`src/rtl/mem_access_seq_pkg.sv`:
```
// mem_seq_pkg: shared types and helpers for the memory-access sequencer.
//   seq_state_e - sequencer FSM states (idle, wait-state run, one-cycle response)
//   cnt_width() - width of the wait counter for a given pair of latencies
package mem_seq_pkg;

  typedef enum logic [1:0] {
    StIdle,
    StWait,
    StResp
  } seq_state_e;

  // Bits needed to hold max(rd_lat, wr_lat); never less than one bit.
  function automatic int unsigned cnt_width(input int unsigned rd_lat,
                                            input int unsigned wr_lat);
    int unsigned max_lat;
    int unsigned w;
    max_lat = (rd_lat > wr_lat) ? rd_lat : wr_lat;
    w = $clog2(max_lat + 1);
    return (w < 1) ? 1 : w;
  endfunction

endpackage

```
`src/rtl/mem_access_seq_if.sv`:
```
// mem_access_seq_if: request/response handshake plus BRAM bus of the sequencer.
//   req_*  - request from the control FSM (valid/ready handshake)
//   rsp_*  - completion pulse, kind of access and last read word
//   mem_*  - synchronous BRAM enables, address, write data and read data
//   busy   - sequencer not idle
// Modports: slave = sequencer side, master = control FSM / BRAM side.
interface mem_access_seq_if #(
  parameter int unsigned DATA_W = 16,
  parameter int unsigned ADDR_W = 16
);
  logic              req_valid;
  logic              req_ready;
  logic              req_we;
  logic [ADDR_W-1:0] req_addr;
  logic [DATA_W-1:0] req_wdata;
  logic              rsp_valid;
  logic              rsp_we;
  logic [DATA_W-1:0] rsp_rdata;
  logic              mem_ena;
  logic              mem_wr_ena;
  logic [ADDR_W-1:0] mem_addr;
  logic [DATA_W-1:0] mem_wdata;
  logic [DATA_W-1:0] mem_rdata;
  logic              busy;

  modport slave (
    input  req_valid, req_we, req_addr, req_wdata, mem_rdata,
    output req_ready, rsp_valid, rsp_we, rsp_rdata,
    output mem_ena, mem_wr_ena, mem_addr, mem_wdata, busy
  );

  modport master (
    output req_valid, req_we, req_addr, req_wdata, mem_rdata,
    input  req_ready, rsp_valid, rsp_we, rsp_rdata,
    input  mem_ena, mem_wr_ena, mem_addr, mem_wdata, busy
  );
endinterface

```
`src/rtl/mem_access_seq_wait_counter.sv`:
```
// wait_counter: loadable down-counter with zero flag (synchronous active-low reset).
//   clk_i, rst_ni - clock and synchronous reset (clears count to 0)
//   load_i        - load load_val_i (has priority over dec_i)
//   load_val_i    - value to load
//   dec_i         - decrement by one
//   cnt_o, zero_o - current count and count == 0
module wait_counter #(
  parameter int unsigned Width = 2
) (
  input  logic             clk_i,
  input  logic             rst_ni,
  input  logic             load_i,
  input  logic [Width-1:0] load_val_i,
  input  logic             dec_i,
  output logic [Width-1:0] cnt_o,
  output logic             zero_o
);
  logic [Width-1:0] cnt_q, cnt_d;

  always_comb begin
    cnt_d = cnt_q;
    if (load_i) begin
      cnt_d = load_val_i;
    end else if (dec_i && (cnt_q != '0)) begin
      cnt_d = cnt_q - 1'b1;
    end
  end

  always_ff @(posedge clk_i) begin
    if (!rst_ni) begin
      cnt_q <= '0;
    end else begin
      cnt_q <= cnt_d;
    end
  end

  assign cnt_o  = cnt_q;
  assign zero_o = (cnt_q == '0);
endmodule

```
`src/rtl/mem_access_seq.sv`:
```
// mem_access_seq: one-at-a-time BRAM access sequencer for the SLC-3 ISDU.
//   clk, reset_n - rising-edge clock, synchronous active-low reset
//   bus_io       - slave side of mem_access_seq_if (request, response, BRAM bus)
// A handshake in cycle T holds mem_ena for LAT cycles (T+1..T+LAT), then pulses
// rsp_valid in T+LAT+1. Read data is captured on the last wait cycle.
module mem_access_seq
  import mem_seq_pkg::*;
#(
  parameter int unsigned DATA_W     = 16,
  parameter int unsigned ADDR_W     = 16,
  parameter int unsigned RD_LATENCY = 3,
  parameter int unsigned WR_LATENCY = 1
) (
  input logic           clk,
  input logic           reset_n,
  mem_access_seq_if.slave bus_io
);
  localparam int unsigned CntW = cnt_width(RD_LATENCY, WR_LATENCY);
  localparam logic [CntW-1:0] RdLoad = CntW'(RD_LATENCY - 1);
  localparam logic [CntW-1:0] WrLoad = CntW'(WR_LATENCY - 1);

  if (RD_LATENCY < 1) begin : g_bad_rd_lat
    $error("mem_access_seq: RD_LATENCY must be >= 1");
  end
  if (WR_LATENCY < 1) begin : g_bad_wr_lat
    $error("mem_access_seq: WR_LATENCY must be >= 1");
  end

  seq_state_e        state_q, state_d;
  logic              we_q, we_d;
  logic [ADDR_W-1:0] addr_q, addr_d;
  logic [DATA_W-1:0] wdata_q, wdata_d;
  logic [DATA_W-1:0] rdata_q, rdata_d;
  logic              cnt_load, cnt_dec, cnt_zero;
  logic [CntW-1:0]   cnt_load_val;
  logic [CntW-1:0]   cnt_val;

  wait_counter #(
    .Width (CntW)
  ) u_wait_counter (
    .clk_i      (clk),
    .rst_ni     (reset_n),
    .load_i     (cnt_load),
    .load_val_i (cnt_load_val),
    .dec_i      (cnt_dec),
    .cnt_o      (cnt_val),
    .zero_o     (cnt_zero)
  );

  always_comb begin
    state_d      = state_q;
    we_d         = we_q;
    addr_d       = addr_q;
    wdata_d      = wdata_q;
    rdata_d      = rdata_q;
    cnt_load     = 1'b0;
    cnt_dec      = 1'b0;
    cnt_load_val = bus_io.req_we ? WrLoad : RdLoad;
    unique case (state_q)
      StIdle: begin
        if (bus_io.req_valid) begin
          we_d     = bus_io.req_we;
          addr_d   = bus_io.req_addr;
          wdata_d  = bus_io.req_wdata;
          cnt_load = 1'b1;
          state_d  = StWait;
        end
      end
      StWait: begin
        if (cnt_zero) begin
          state_d = StResp;
          // BRAM output is valid on the last wait cycle; writes leave it alone.
          if (!we_q) begin
            rdata_d = bus_io.mem_rdata;
          end
        end else begin
          cnt_dec = 1'b1;
        end
      end
      StResp: begin
        state_d = StIdle;
      end
      default: begin
        state_d = StIdle;
      end
    endcase
  end

  always_ff @(posedge clk) begin
    if (!reset_n) begin
      state_q <= StIdle;
      we_q    <= 1'b0;
      addr_q  <= '0;
      wdata_q <= '0;
      rdata_q <= '0;
    end else begin
      state_q <= state_d;
      we_q    <= we_d;
      addr_q  <= addr_d;
      wdata_q <= wdata_d;
      rdata_q <= rdata_d;
    end
  end

  // All outputs decode from registered state only: no req_* to mem_* path.
  assign bus_io.req_ready  = (state_q == StIdle);
  assign bus_io.busy       = (state_q != StIdle);
  assign bus_io.mem_ena    = (state_q == StWait);
  assign bus_io.mem_wr_ena = (state_q == StWait) && we_q;
  assign bus_io.mem_addr   = addr_q;
  assign bus_io.mem_wdata  = wdata_q;
  assign bus_io.rsp_valid  = (state_q == StResp);
  assign bus_io.rsp_we     = (state_q == StResp) && we_q;
  assign bus_io.rsp_rdata  = rdata_q;
endmodule
```
`src/flat_wrapper.sv`:
```
// flat-port wrapper written by rule: the top's interface ports become plain ports
module mem_access_seq_flat import mem_seq_pkg::*;
#(
  parameter int unsigned DATA_W     = 16,
  parameter int unsigned ADDR_W     = 16,
  parameter int unsigned RD_LATENCY = 3,
  parameter int unsigned WR_LATENCY = 1
)
  (clk, reset_n, bus_io_req_valid, bus_io_req_we, bus_io_req_addr, bus_io_req_wdata, bus_io_mem_rdata, bus_io_req_ready, bus_io_rsp_valid, bus_io_rsp_we, bus_io_rsp_rdata, bus_io_mem_ena, bus_io_mem_wr_ena, bus_io_mem_addr, bus_io_mem_wdata, bus_io_busy);
  mem_access_seq_if #(.DATA_W(DATA_W), .ADDR_W(ADDR_W)) bus_io_i ();
  input logic clk;
  input logic reset_n;
  input wire logic [$bits(bus_io_i.req_valid)-1:0] bus_io_req_valid;
  input wire logic [$bits(bus_io_i.req_we)-1:0] bus_io_req_we;
  input wire logic [$bits(bus_io_i.req_addr)-1:0] bus_io_req_addr;
  input wire logic [$bits(bus_io_i.req_wdata)-1:0] bus_io_req_wdata;
  input wire logic [$bits(bus_io_i.mem_rdata)-1:0] bus_io_mem_rdata;
  output wire logic [$bits(bus_io_i.req_ready)-1:0] bus_io_req_ready;
  output wire logic [$bits(bus_io_i.rsp_valid)-1:0] bus_io_rsp_valid;
  output wire logic [$bits(bus_io_i.rsp_we)-1:0] bus_io_rsp_we;
  output wire logic [$bits(bus_io_i.rsp_rdata)-1:0] bus_io_rsp_rdata;
  output wire logic [$bits(bus_io_i.mem_ena)-1:0] bus_io_mem_ena;
  output wire logic [$bits(bus_io_i.mem_wr_ena)-1:0] bus_io_mem_wr_ena;
  output wire logic [$bits(bus_io_i.mem_addr)-1:0] bus_io_mem_addr;
  output wire logic [$bits(bus_io_i.mem_wdata)-1:0] bus_io_mem_wdata;
  output wire logic [$bits(bus_io_i.busy)-1:0] bus_io_busy;
  assign bus_io_i.req_valid = bus_io_req_valid;
  assign bus_io_i.req_we = bus_io_req_we;
  assign bus_io_i.req_addr = bus_io_req_addr;
  assign bus_io_i.req_wdata = bus_io_req_wdata;
  assign bus_io_i.mem_rdata = bus_io_mem_rdata;
  assign bus_io_req_ready = bus_io_i.req_ready;
  assign bus_io_rsp_valid = bus_io_i.rsp_valid;
  assign bus_io_rsp_we = bus_io_i.rsp_we;
  assign bus_io_rsp_rdata = bus_io_i.rsp_rdata;
  assign bus_io_mem_ena = bus_io_i.mem_ena;
  assign bus_io_mem_wr_ena = bus_io_i.mem_wr_ena;
  assign bus_io_mem_addr = bus_io_i.mem_addr;
  assign bus_io_mem_wdata = bus_io_i.mem_wdata;
  assign bus_io_busy = bus_io_i.busy;
  mem_access_seq #(.DATA_W(DATA_W), .ADDR_W(ADDR_W), .RD_LATENCY(RD_LATENCY), .WR_LATENCY(WR_LATENCY)) u_core (.clk(clk), .reset_n(reset_n), .bus_io(bus_io_i));
endmodule
```
`config.mk`:
```
export PLATFORM = sky130hd
export DESIGN_NAME = mem_access_seq_flat
export DESIGN_NICKNAME = d
export VERILOG_FILES = /design/src/rtl/mem_access_seq_pkg.sv /design/src/rtl/mem_access_seq_if.sv /design/src/rtl/mem_access_seq_wait_counter.sv /design/src/rtl/mem_access_seq.sv /design/src/flat_wrapper.sv
export SDC_FILE = /design/constraint.sdc
export NUM_CORES = 1
export LEC_CHECK = 0
export CAP_MARGIN = 20
export CORE_MARGIN = 2
export CORE_UTILIZATION = 35
export CTS_CLUSTER_SIZE = 8
export DETAILED_ROUTE_END_ITERATION = 10
export GPL_ROUTABILITY_DRIVEN = 0
export PLACE_DENSITY = 0.82
export SLEW_MARGIN = 15
export SYNTH_ARGS = -nofsm -noshare
export SYNTH_HDL_FRONTEND = slang
export SYNTH_SLANG_ARGS = --single-unit
```
`constraint.sdc`:
```
create_clock -name clk -period 1.4 [get_ports clk]
set_clock_uncertainty 0.15 [all_clocks]
set_input_delay 0.28 -clock clk [delete_from_list [all_inputs] [get_ports clk]]
set_output_delay 0.28 -clock clk [all_outputs]
set_load 0.05 [all_outputs]
```
==> results of run 1 <==
[sequential cells by signal, summed over array words and instances (netlist names)]
| signal | cells |
|---|---|
| u_core.bus_io.mem_addr | 16 |
| u_core.bus_io.mem_wdata | 16 |
| u_core.bus_io.rsp_rdata | 16 |
| u_core.state_q | 2 |
| u_core.u_wait_counter.cnt_o | 2 |
| u_core.we_q | 1 |
[power breakdown]
group          switching, uW  internal, uW
clock                    472           584
combinational            684           718
sequential              99.5          1600
total                   1260          2900
[worst max-delay path: stages, from the launching register on]
cell and delay (ns):
dfxtp_4 0.36, buf_6 0.12, buf_4 0.13, nor3b_4 0.30, buf_4 0.20, buf_8 0.12, nand2_1 0.05, a21oi_1 0.14
[path summary, 6_finish.rpt]
path	end	slack (ns)	startpoint
setup / recovery	u_core.bus_io.mem_wdata[12]	-0.25	u_core.state_q[0]
hold / removal	u_core.bus_io.mem_wdata[15]	0.34	u_core.bus_io.mem_wdata[15]
setup reg to reg	u_core.bus_io.mem_wdata[12]	-0.25	u_core.state_q[0]
hold reg to reg	u_core.bus_io.mem_wdata[15]	0.34	u_core.bus_io.mem_wdata[15]
[per-layer routing]
layer  track usage, %  vias up  share of wire, %
li1                 -     1024                 -
met1             22.0      975                40
met2             33.3       74                53
met3             5.32        6               6.5
met4             4.48        0              0.84
met5                0        -                 0
[synthesized netlist by cell type, types with 2 or more instances]
cell type  instances
buf_6              9
dfxtp_1           53
inv_1              3
nor2_1             2
buf_2              3
nand2_1           98
and2_1             2
nor2b_1            2
a21oi_1           50
clkbuf_1           5
[logic make-up after synthesis]
group,Yosys count
AO/OA/AOI/OAI,51
XOR/XNOR,1
adder cells (fa/ha/maj),1
buffers and inverters,21
flip-flops,53
AND/OR/NAND/NOR,114
[timing repair]
item | CTS | global route
setup endpoints to repair | 57 | 53
setup buffers | 5 | 7
pin swaps | 6 | 33
gates resized for setup | 18 | 68
gates cloned | 1 | 3
hold endpoints to repair | 0 | 0
[through the flow]
step / total power, uW / utilization, % / TNS, ns / cells
detailed placement: 2930 / 67.3 / -17.69 / 415
floorplan: 2280 / - / -1.53 / 241
global placement: 2910 / 67.3 / -16.31 / 415
global route: 4310 / 77.1 / -10.93 / 439
finish: 4160 / 77.1 / -8.40 / 439
CTS: 4010 / 71.4 / -5.19 / 429
[cell type report]
cell class | instances | area, um^2
Clock buffer | 7 | 86.3
Multi-Input combinational cell | 168 | 1030
Timing Repair Buffer | 134 | 1910
Fill cell | 355 | 1260
Tap cell | 72 | 90.1
Sequential cell | 53 | 1070
Inverter | 4 | 18.8
Clock inverter | 1 | 30.0
==> results.ini, run 1 <==
[run_status]
status = finished, violations left
violations = setup timing

[power_and_ir_drop]
leakagePower_uw = 0.00164
cellPowerDensity_nw_per_um2 = 980
peakVddDrop_mv = 0.677

[logic_synthesis]
synth_top_family_by_area = simple AND/OR/NAND/NOR gates
yosysWarnings = 0
seq_area_frac_synth_pct = 53.3
yosysUniqueCellTypes = 24
syn_area_um2 = 1990
syn_area_per_cell_um2 = 8.25
netlist_top_cells_area = dfxtp_1 53%, nand2_1 18%, a21oi_1 13%, buf_6 5.1%, clkbuf_1 0.94%
synth_compound_area_share_pct = 13.0
synth_top_area_cell = dfxtp_1
synth.top_cell.area_share_pct = 53.3
synth_edf_count = 0
syn_inst = 241
synthSimpleGateAreaFrac_pct = 25.1
ys.flop_type = dfxtp_1
synthArstFlopShare_pct = 0
synth_fp_nets = 294
synthXorXnorAreaFrac_pct = 0.440
ys_ff_latch = 53
synth_mux_area_share_pct = 0
synth_fa_ha_area_share_pct = 0.629

[clock_tree]
cts_root_buffer = clkbuf_8
clk_path_buf_depth = 2
numCtsBuffers = 5
cts.htree.levels = 2
cts_hold_buf = 0
insertion_delay_ns = 0.29
clkSinkCount = 53
clk_pin_slew_ns = 0.09
cts_tree = done

[floorplanning]
pin_count = 106
die_area_um2 = 6300
design.core.area_um2 = 5510
rows = 27
initial_utilization_pct = 36.1
die_w_um = 79.4
die-height_um = 79.4

[placement]
dpl.hpwl_mm = 4.23
portBuffers = 105
dpl_worst_slack_ns = -0.415
dpl_cell_area_um2 = 3710

[worst_setup_path]
cp.required_ns = 1.47
critPathKind = flop to flop
critPathCaptureType = flop
rr_worst_depth = 7
crit_path_start_kind = flop
crit_fanout = 8
critPathArrivalTime_ns = 1.72

[sta]
layout_min_cycle_time_ns = 1.65
slew_violations = 0
tightest_slew_ns = 0.296
max_freq_mhz = 607
hold_viol_final = 0
finalSetupViolCount = 48
setup_ws_ns = -0.247
grt_setup_unrepaired = true
hold_slack_ns = 0.343
maxSlewHeadroom_pct = 80.3
period_share_pct = 118

[global_routing]
grt_pass1_vias = 1967
grt_overflow = 0
antenna_found_initial = 0
grt_max_degree = 52
grtUsageTotal_pct = 18.6
grt_first_pass_wirelength_mm = 9.22

[finish]
final_cell_mix = 77 x nand2_1, 58 x buf_12, 51 x clkdlybuf4s50_1
fin_area_um2 = 4240
num_antenna_cells = 0
syn_to_final_growth_pct = 113
drive_gt1_share_pct = 41.7
final_common_cell = nand2_1
nNetsFinal = 419

[run]
maxCapViolCount = 0

[drt]
dr.pass1.iters = 4
ant_nets = 0
finalWirelength_mm = 6.82
drtIter0Drc = 70
vias = 2079
wl_per_cell_um = 15.5
via_per_inst = 4.74
drc_errors = 0

[hold_path]
hold_depth = 2
hp-class = flop to flop

Note: power is estimated with default switching activity, not from simulation.
==> run 2, diff against run 1 <==
- SKIP_LAST_GASP: unset -> 1
==> run 2 against run 1 <==
Effect of this change: the flow still finishes with violations (setup timing); die area unchanged; largest cell class unchanged; critical endpoint is now u_core.bus_io.mem_addr[9]; via count decreased by 0.19%; wire length decreased by 0.98%; non-clock buffer count increased by 1; hold slack improved by 0.0017 ns.
==> results.ini, run 2 (synthesis results as in run 1) <==
[global_routing]
grt_overflow = 0
grt_first_pass_wirelength_mm = 9.19
antenna_found_initial = 0
grt_pass1_vias = 1948
grtUsageTotal_pct = 18.5
grt_max_degree = 52

[sta]
grt_setup_unrepaired = true
slew_violations = 0
max_freq_mhz = 600
tightest_slew_ns = 0.283
maxSlewHeadroom_pct = 81.1
setup_ws_ns = -0.268
finalSetupViolCount = 45
period_share_pct = 119
layout_min_cycle_time_ns = 1.67
setup_tns_ns = -8.06
hold_slack_ns = 0.345
hold_viol_final = 0

[floorplanning]
pin_count = 106
die-height_um = 79.4
design.core.area_um2 = 5510
die_w_um = 79.4
rows = 27
die_area_um2 = 6300
initial_utilization_pct = 36.1

[hold_path]
hp-class = flop to flop
min_from = u_core.bus_io.mem_addr[1]

[finish]
num_antenna_cells = 0
syn_to_final_growth_pct = 116
fill_cells = 347
drive_gt1_share_pct = 41.8
final_common_cell = nand2_1
utilization_pct = 77.9
fin_area_um2 = 4290
nNetsFinal = 420
final_cell_mix = 76 x nand2_1, 59 x buf_12, 51 x clkdlybuf4s50_1

[power_and_ir_drop]
leakagePower_uw = 0.00167
peakVddDrop_mv = 0.693
cellPowerDensity_nw_per_um2 = 973

[placement]
dpl.hpwl_mm = 4.23
portBuffers = 105
dpl_cell_area_um2 = 3710

[worst_setup_path]
critPathKind = flop to flop
cpLargestDelayFamily = buffers and inverters
slowest_stage = dfxtp_4
critPathArrivalTime_ns = 1.74
crit_top_cell = buf_4
crit_path_start_kind = flop
cp.required_ns = 1.47
max_stage_delay_ns = 0.37
r2r-start = u_core.state_q[0]
crit_chain = buf_6 > buf_4 > nor3b_4 > buf_4 > clkbuf_16 > nand2_1 > a21oi_1
path_buf_inv = 4
startpoint = u_core.state_q[0]
crit_fanout = 5
critPathCaptureType = flop

[drt]
via_per_inst = 4.72
wl_per_cell_um = 15.4
finalWirelength_mm = 6.76
drc_errors = 0
vias = 2075
ant_nets = 0
drtIter0Drc = 43
dr.pass1.iters = 4

[clock_tree]
clk_path_buf_depth = 2
cts_root_buffer = clkbuf_8
numCtsBuffers = 5
cts_tree = done
clkSinkCount = 53
cts.htree.levels = 2
insertion_delay_ns = 0.29
clk_pin_slew_ns = 0.09

[run]
maxCapViolCount = 0

[run_status]
violations = setup timing
status = finished, violations left

## run 2: final timing paths
path / to / slack (ns) / depth (start not counted)
setup / recovery: u_core.bus_io.mem_addr[9] / -0.27 / 7
hold / removal: u_core.bus_io.mem_addr[1] / 0.35 / 2
setup reg to reg: u_core.bus_io.mem_addr[9] / -0.27 / 7
hold reg to reg: u_core.bus_io.mem_addr[1] / 0.35 / 2
## run 2: repair_timing
item / CTS / global route
resized for setup: 16 / 74
pin swaps: 5 / 36
hold buffers: 0 / 0
gates cloned: 1 / 4
setup buffers: 5 / 8
endpoints found under the setup margin: 57 / 53
## run 2: final cells by class
cell class	count	area [um^2]	share of cell area [%]
Multi-Input combinational cell	168	1050	24.5
Tap cell	72	90.1	2.10
Timing Repair Buffer	135	1940	45.3
Inverter	4	18.8	0.438
Clock inverter	1	30.0	0.700
Clock buffer	7	86.3	2.01
Sequential cell	53	1070	25.0
## run 2: per-layer routing
layer / part of all wire [%] / global-route usage [%] / routed length (um) / vias up
met4: 0.22 / 4.31 / 15 / 0
li1: - / - / - / 1033
met5: 0 / 0 / 0 / -
met2: 54 / 33.1 / 3670 / 65
met1: 40 / 22.0 / 2700 / 975
met3: 5.5 / 5.20 / 374 / 2
## run 2: stage by stage
step	instances	setup WS, ns	total power [uW]
final	440	-0.268	4170
after global routing	440	-0.330	4330
after CTS	429	-0.235	4010
after detailed placement	415	-0.415	2930
after global placement	415	-0.387	2910
after floorplan	241	-0.107	2280
## run 2: worst min-delay path: cells and delay by family (launching register included)
kind            cells  cell delay, ns
compound gates      1            0.05
flops               1            0.34
simple gates        1            0.06
## run 2: report_power, final
part / leakage (uW) / switching, uW / total, uW / internal, uW
clock: 0.0000585 / 466 / 1050 / 583
sequential: 0.000436 / 98.9 / 1700 / 1600
combinational: 0.00117 / 690 / 1420 / 735
total: 0.00167 / 1250 / 4170 / 2920
